$ cat src/rtl/control_sequencer.sv
// Sequential front end for the control decoder: owns IR, step counter and PC,
// selects the SRAM address and traps opcodes that never clear the counter.
module control_sequencer #(
  parameter int unsigned         ADDR_W       = 16,
  parameter logic [ADDR_W-1:0]   RESET_VECTOR = '0,
  parameter logic [3:0]          MAX_STEP     = 4'hF
) (
  input  logic              clk,
  input  logic              resetn,
  input  logic              run,
  input  logic [7:0]        data_in,
  input  logic [ADDR_W-1:0] ad_addr,
  input  logic              rIR_enable,
  input  logic              counter_clear,
  input  logic              done,
  input  logic              data_in_select,
  output logic [7:0]        rIR_data,
  output logic [3:0]        counter,
  output logic [ADDR_W-1:0] pc,
  output logic              addr_sel,
  output logic [ADDR_W-1:0] sram_addr,
  output logic              illegal,
  output logic [15:0]       retired
);

  localparam logic [7:0] OP_LDA = 8'h3A;
  localparam logic [7:0] OP_STA = 8'h32;

  typedef struct packed {
    logic [7:0]        ir;
    logic [3:0]        cnt;
    logic [ADDR_W-1:0] pc;
    logic              ill;
    logic [15:0]       ret;
  } seq_t;

  seq_t st_q, st_d;

  logic is_mem_op;
  logic mem_step;
  logic trap;
  logic pc_inc;

  assign is_mem_op = (st_q.ir == OP_LDA) || (st_q.ir == OP_STA);
  assign mem_step  = (st_q.cnt == 4'd2) || (st_q.cnt == 4'd3);
  assign addr_sel  = is_mem_op && mem_step;
  assign sram_addr = addr_sel ? ad_addr : st_q.pc;

  assign trap   = (st_q.cnt == MAX_STEP) && !counter_clear;
  assign pc_inc = (rIR_enable || data_in_select) && !addr_sel && !trap;

  always_comb begin
    st_d = st_q;
    if (run) begin
      if (trap) begin
        st_d.ill = 1'b1;
        st_d.ir  = 8'h00;
        st_d.cnt = 4'd0;
      end else begin
        st_d.cnt = counter_clear ? 4'd0 : st_q.cnt + 4'd1;
        // A load during a memory step saw operand data, not an opcode.
        if (rIR_enable) begin
          st_d.ir = addr_sel ? 8'h00 : data_in;
        end
        if (pc_inc) begin
          st_d.pc = st_q.pc + {{(ADDR_W-1){1'b0}}, 1'b1};
        end
        if (done) begin
          st_d.ret = st_q.ret + 16'd1;
        end
      end
    end
  end

  always_ff @(posedge clk or negedge resetn) begin
    if (!resetn) begin
      st_q.ir  <= 8'h00;
      st_q.cnt <= 4'd0;
      st_q.pc  <= RESET_VECTOR;
      st_q.ill <= 1'b0;
      st_q.ret <= 16'd0;
    end else begin
      st_q <= st_d;
    end
  end

  assign rIR_data = st_q.ir;
  assign counter  = st_q.cnt;
  assign pc       = st_q.pc;
  assign illegal  = st_q.ill;
  assign retired  = st_q.ret;

endmodule
$ cat config.mk
export PLATFORM = sky130hd
export DESIGN_NAME = control_sequencer
export DESIGN_NICKNAME = d
export VERILOG_FILES = /design/src/rtl/control_sequencer.sv
export SDC_FILE = /design/constraint.sdc
export NUM_CORES = 1
export LEC_CHECK = 0
export CORE_MARGIN = 4
export CORE_UTILIZATION = 40
export DETAILED_ROUTE_END_ITERATION = 10
export GPL_TIMING_DRIVEN = 0
export PLACE_DENSITY_LB_ADDON = 0.12
export SYNTH_ARGS = -nofsm -noshare
export SYNTH_HDL_FRONTEND = slang
export SYNTH_SLANG_ARGS = --single-unit
$ cat constraint.sdc
create_clock -name clk -period 5 [get_ports clk]
set_input_delay 1 -clock clk [delete_from_list [all_inputs] [get_ports clk]]
set_output_delay 1 -clock clk [all_outputs]
set_load 0.1 [all_outputs]
* Yosys cells after proc, flatten, opt, wreduce, memory -nomap -nowiden
Cells that the tools add are included.
Widths: inputs -> output; s select.
** Word-level totals
- Flip-flop bits (word level) :: 45
- Bits in latches :: 0
- RAM bits :: 0
- Bits in read-only memories :: 0
- Bits of input ports :: 31
- Memories kept :: 0
** Operators by class
- Add/subtract/negate cells :: 3
- Multipliers :: 0
- Div/mod/pow operators :: 0
- $lt $le $gt $ge :: 0
- Eq/ne operators :: 5
- Shift-type cells :: 0
- Mux-type cells :: 5
- Bitwise gates (word level) :: 1
- Reductions and logical operators :: 15
** Operators by type and width (number)
- $add 16x1->16 const B :: 2
- $eq 8x6->1 const B :: 2
- $mux 16 :: 1
- $mux 8 :: 2
- $mux 12 :: 1
- $eq 4x2->1 const B :: 2
- $reduce_and 3->1 :: 2
- $add 4x1->4 const B :: 1
- $eq 4x4->1 const B :: 1
- $logic_and 1x1->1 :: 4
- $mux 4 :: 1
- $reduce_and 2->1 :: 2
- $logic_not 1->1 :: 3
- $logic_or 1x1->1 :: 3
- $reduce_bool 2->1 :: 1
- $not 1->1 :: 1

* Logic depth before layout (Yosys ltp)
- Word-level depth :: 7
- Mapped depth :: 7

* Worst setup path after synthesis
No wires, ideal clock.
- Path type :: flip-flop to output port
- From :: register st_q, in the netlist rIR_data[5]
- To :: output port sram_addr[10]
- Arrival :: 2.690 ns
- Path slack :: 1.310 ns
- Cell stages (with the launch flop) :: 5
- Path buffers :: 1
- Cell sequence :: dfrtp_1 > or4b_4 > nor4_4 > buf_6 > mux2_2
** Between the ends
- Longest elaborated chain between the ends :: 4
- Elaborated cells between the ends (all ways) :: 5
** RTL lines
- from (decl) :: RTL line 37 : seq_t st_q, st_d;
- from (signal assigned) :: RTL line 83 : st_q <= st_d;
- $eq 8x6->1 :: RTL line 44 : assign is_mem_op = (st_q.ir == OP_LDA) || (st_q.ir == OP_STA);
- $logic_or 1x1->1 * :: RTL line 44
- $logic_and 1x1->1 * :: RTL line 46 : assign addr_sel = is_mem_op && mem_step;
- $mux 16 * :: RTL line 47 : assign sram_addr = addr_sel ? ad_addr : st_q.pc;
- to (decl) :: RTL line 21 : output logic [ADDR_W-1:0] sram_addr,
Mark *: on every way between the ends. The rest lies on a longest branch, timed or not.

* Worst setup path after layout
- From :: register st_q, in the netlist rIR_data[7]
- To :: output port sram_addr[11]
Same word-level chain as after synthesis.

==> out/results.md <==
| Step | Parameter | This run |
|:---|:---|:---|
| worst setup path | Reg2reg setup slack | 2670 ps |
| floorplan | Initial Util | 0.422 |
| worst setup path | Type of destination of the critical path | primary output |
| pwr | P_leak | 1.41 nW |
| yosys | Library cell with the highest instance count after synthesis | sky130_fd_sc_hd__dfrtp_1 |
| finish | Total Nets Final | 323 |
| global route | First-pass GRT wire length | 8460 um |
| yosys | Post-Syn Area | 0.00221 sq mm |
| yosys | Library cell occupying the most area in the post-synthesis netlist | sky130_fd_sc_hd__dfrtp_1 |
| floorplan | Vertical die dimension | 82.3 um |
| finish | Final Instance Count excl. Fillers | 359 |
| pwr | Final total power | 1.72 mW |
| cts | Depth of the CTS H-tree | 2 |
| floorplan | Core box area | 0.00524 sq mm |
| cts | Number of buffers created by CTS | 5 |
| job | MaxCap Viol Count | 0 |
| sta | Setup skew after layout | 7.84 ps |
| detailed routing | Total wire length | 5160 um |
| sta | Fraction of the cycle the final worst path needs | 0.879 |
| placement | Count of buffers from port buffering | 92 |
| finish | Antenna diode instance count | 0 |
| global route | Remaining global-route overflow | 0 |
| global route | Initial antenna violation count | 0 |
| yosys | Synthesized area per cell | 11.7 sq um |
| finish | Layout area overhead | 51.6% |
| detailed routing | Number of remaining DRC errors | 0 |
| detailed routing | Average wire length per cell after detail routing | 14.4 um |
| sta | Top achievable clock speed | 0.228 GHz |
| sta | Final Hold Vio Count | 0 |
| cts | Clock root buffer | sky130_fd_sc_hd__clkbuf_8 |
| yosys | Top-area cell type share of the netlist area | 0.510 |
| detailed routing | Routed via count | 1814 |
| placement | Post-place instance area | 0.00323 sq mm |
| yosys | Number of warnings reported in the yosys synthesis log | 0 |
| cts | Buffer count from post-CTS setup fixing | 0 |
| cts | Number of gates resized after cts | 0 |
| global route | Number of global-route vias before repair | 1775 |
| finish | Fraction of layout cells with a size suffix above 1 | 0.118 |
| yosys | Post-synth EDFFs | 0 |
| yosys | Most common library cells after synthesis | sky130_fd_sc_hd__dfrtp_1 (45), sky130_fd_sc_hd__xnor2_1 (23), sky130_fd_sc_hd__mux2_2 (18), sky130_fd_sc_hd__nand2_1 (18), sky130_fd_sc_hd__nand3_1 (14) |
| worst setup path | Critical Setup Path Class | reg2out |
| cts | CTS tree | yes |
| finish | Fin area | 0.00335 sq mm |
| worst setup path | CP startpoint kind | flip-flop |
| cts | Worst-path clk slew | 80 ps |
| yosys | Count of different cell masters after synthesis | 34 |
| pwr | Worst supply voltage drop on vdd | 583 uV |
| detailed routing | Drt pass-1 iters | 4 |
| detailed routing | Post-detailed-route count of antenna-violating nets | 0 |
| detailed routing | Via/cell ratio | 5.05 |
| yosys | Synthesized flop and latch total | 45 |
| floorplan | Die X-Extent | 82.3 um |
| global route | GR Util All Layers | 0.162 |
| cts | Hold buffer count at cts | 0 |
| yosys | Leading register cell type out of synthesis | sky130_fd_sc_hd__dfrtp_1 |
| cts | Clock latency of the later-clocked register in the worst-skew pair | 290 ps |
| sta | Worst relative slew slack | 0.341 |
| floorplan | Overall die area | 0.00677 sq mm |
| yosys | Sequential-to-total area share from yosys stat | 0.510 |
| floorplan | Num rows | 26 |
| worst setup path | Critical path arrival | 3390 ps |
| detailed routing | Initial drt markers | 104 |
| cts | Number of sinks handled by clock tree synthesis | 45 |
| global route | Maximum number of pins on one net before global-route repair | 35 |
| yosys | Synth area leaders | sky130_fd_sc_hd__dfrtp_1 (51%), sky130_fd_sc_hd__mux2_2 (9.2%), sky130_fd_sc_hd__xnor2_1 (9.1%), sky130_fd_sc_hd__a22o_1 (3.2%), sky130_fd_sc_hd__nand3_1 (3.2%) |
| sta | Count of final setup violators | 0 |
| min path | Hold Path Class | reg2reg |
| sta | Unrepaired setup endpoints after global routing | false |
| yosys | Fraction of registers with async set/reset | 1.00 |
| placement | Total placed cells including tap cells | 351 |
| yosys | Gate Count Post-Synth | 188 |
| worst setup path | WP data required | 4000 ps |
| sta | Setup Total Neg Slack | 0 ps |
| sta | Final critical-path required period | 4390 ps |
| cts | Max Root-Sink Buffers | 2 |
| sta | Fin. max-slew vios | 0 |
| pwr | Total power divided by cell area | 514 mW/mm^2 |
| floorplan | Number of I/O pins | 93 |
| placement | DPL Wire Length | 3980 um |
| worst setup path | Largest driver fanout on the critical path | 10 |
| placement | Placer congestion estimate | 0.748 |
| finish | Share of the core filled with cells in the final layout | 0.639 |
| status | Result of the run | complete, no violations |
| yosys | Net count of the mapped netlist | 223 |
| sta | Worst slew pin tran | 986 ps |
[report_power, final]
part	switching (mW)	total, mW	internal (mW)	leakage (nW)
Clock	0.117	0.280	0.163	0.0585
Combinational	0.710	0.942	0.232	0.759
Sequential	0.0768	0.498	0.422	0.593
[placed cells by master (no fill, tap or decap), drive strengths merged, types with 7 or more instances in the layout]
master | synthesis | routed
a22o | 9 | 9
clkbuf | 1 | 8
clkdlybuf4s50 | 0 | 91
dfrtp | 45 | 45
mux2 | 18 | 18
nand2 | 18 | 18
nand3 | 14 | 14
nor2 | 8 | 8
xnor2 | 23 | 23
xor2 | 7 | 7
[sequential cells by signal, indices dropped and copies added (netlist names)]
name,cells
pc,16
retired,16
rIR_data,8
counter,4
illegal,1
[critical path, stage by stage (launching register included)]
cell	delay (ps)
sky130_fd_sc_hd__dfrtp_1	410
sky130_fd_sc_hd__or4b_4	580
sky130_fd_sc_hd__nor4_4	560
sky130_fd_sc_hd__buf_6	240
sky130_fd_sc_hd__mux2_2	340
sky130_fd_sc_hd__clkdlybuf4s50_1	970
[cells by family (layout without fill, tap and decap cells)]
| kind of cell | after synthesis | count (layout) | share of synthesized area |
|---|---|---|---|
| AOI/OAI and AO/OA | 18 | 18 | 0.0618 |
| xor gates and xnor gates | 30 | 30 | 0.119 |
| adders and majority gates | 4 | 4 | 0.0227 |
| buffers and inverters | 4 | 105 | 0.0102 |
| DFF | 45 | 45 | 0.510 |
| muxes | 18 | 18 | 0.0918 |
| and+or+nand+nor | 69 | 69 | 0.185 |
[routing by layer]
| metal | GRT usage | part of all wire |
|---|---|---|
| met2 | 0.260 | 0.45 |
| met5 | 0 | 0 |
| met1 | 0.215 | 0.45 |
| met4 | 0.0399 | 0.0097 |
| met3 | 0.0488 | 0.091 |
[metrics by stage]
stage	setup slack [ps]	hold WS, ps
after floorplan	1310	704
after global placement	899	451
after detailed placement	908	443
after CTS	564	466
after global routing	475	510
final	606	462
[layout make-up]
type / instances / area [sq um]
Sequential cell: 45 / 1130
Tap cell: 70 / 87.6
Buffer: 2 / 15.0
Clock buffer: 7 / 86.3
Multi-Input combinational cell: 139 / 1060
Fill cell: 410 / 1890
Clock inverter: 1 / 30.0
Inverter: 2 / 7.51
Timing Repair Buffer: 93 / 936
[path summary, 6_finish.rpt]
path | end | cells after the start | from
max in group asynchronous | counter[3]$_DFFE_PN0P_ | 2 | resetn
max reg2reg | pc[11]$_DFFE_PN0P_ | 6 | counter[0]$_DFFE_PN0P_
min reg2reg | illegal$_DFFE_PN0P_ | 1 | illegal$_DFFE_PN0P_
min | illegal$_DFFE_PN0P_ | 1 | illegal$_DFFE_PN0P_
max | sram_addr[11] | 5 | rIR_data[7]$_DFFE_PN0P_
min in group asynchronous | retired[14]$_DFFE_PN0P_ | 1 | resetn
No activity file was read; power rests on OpenSTA's default activity.
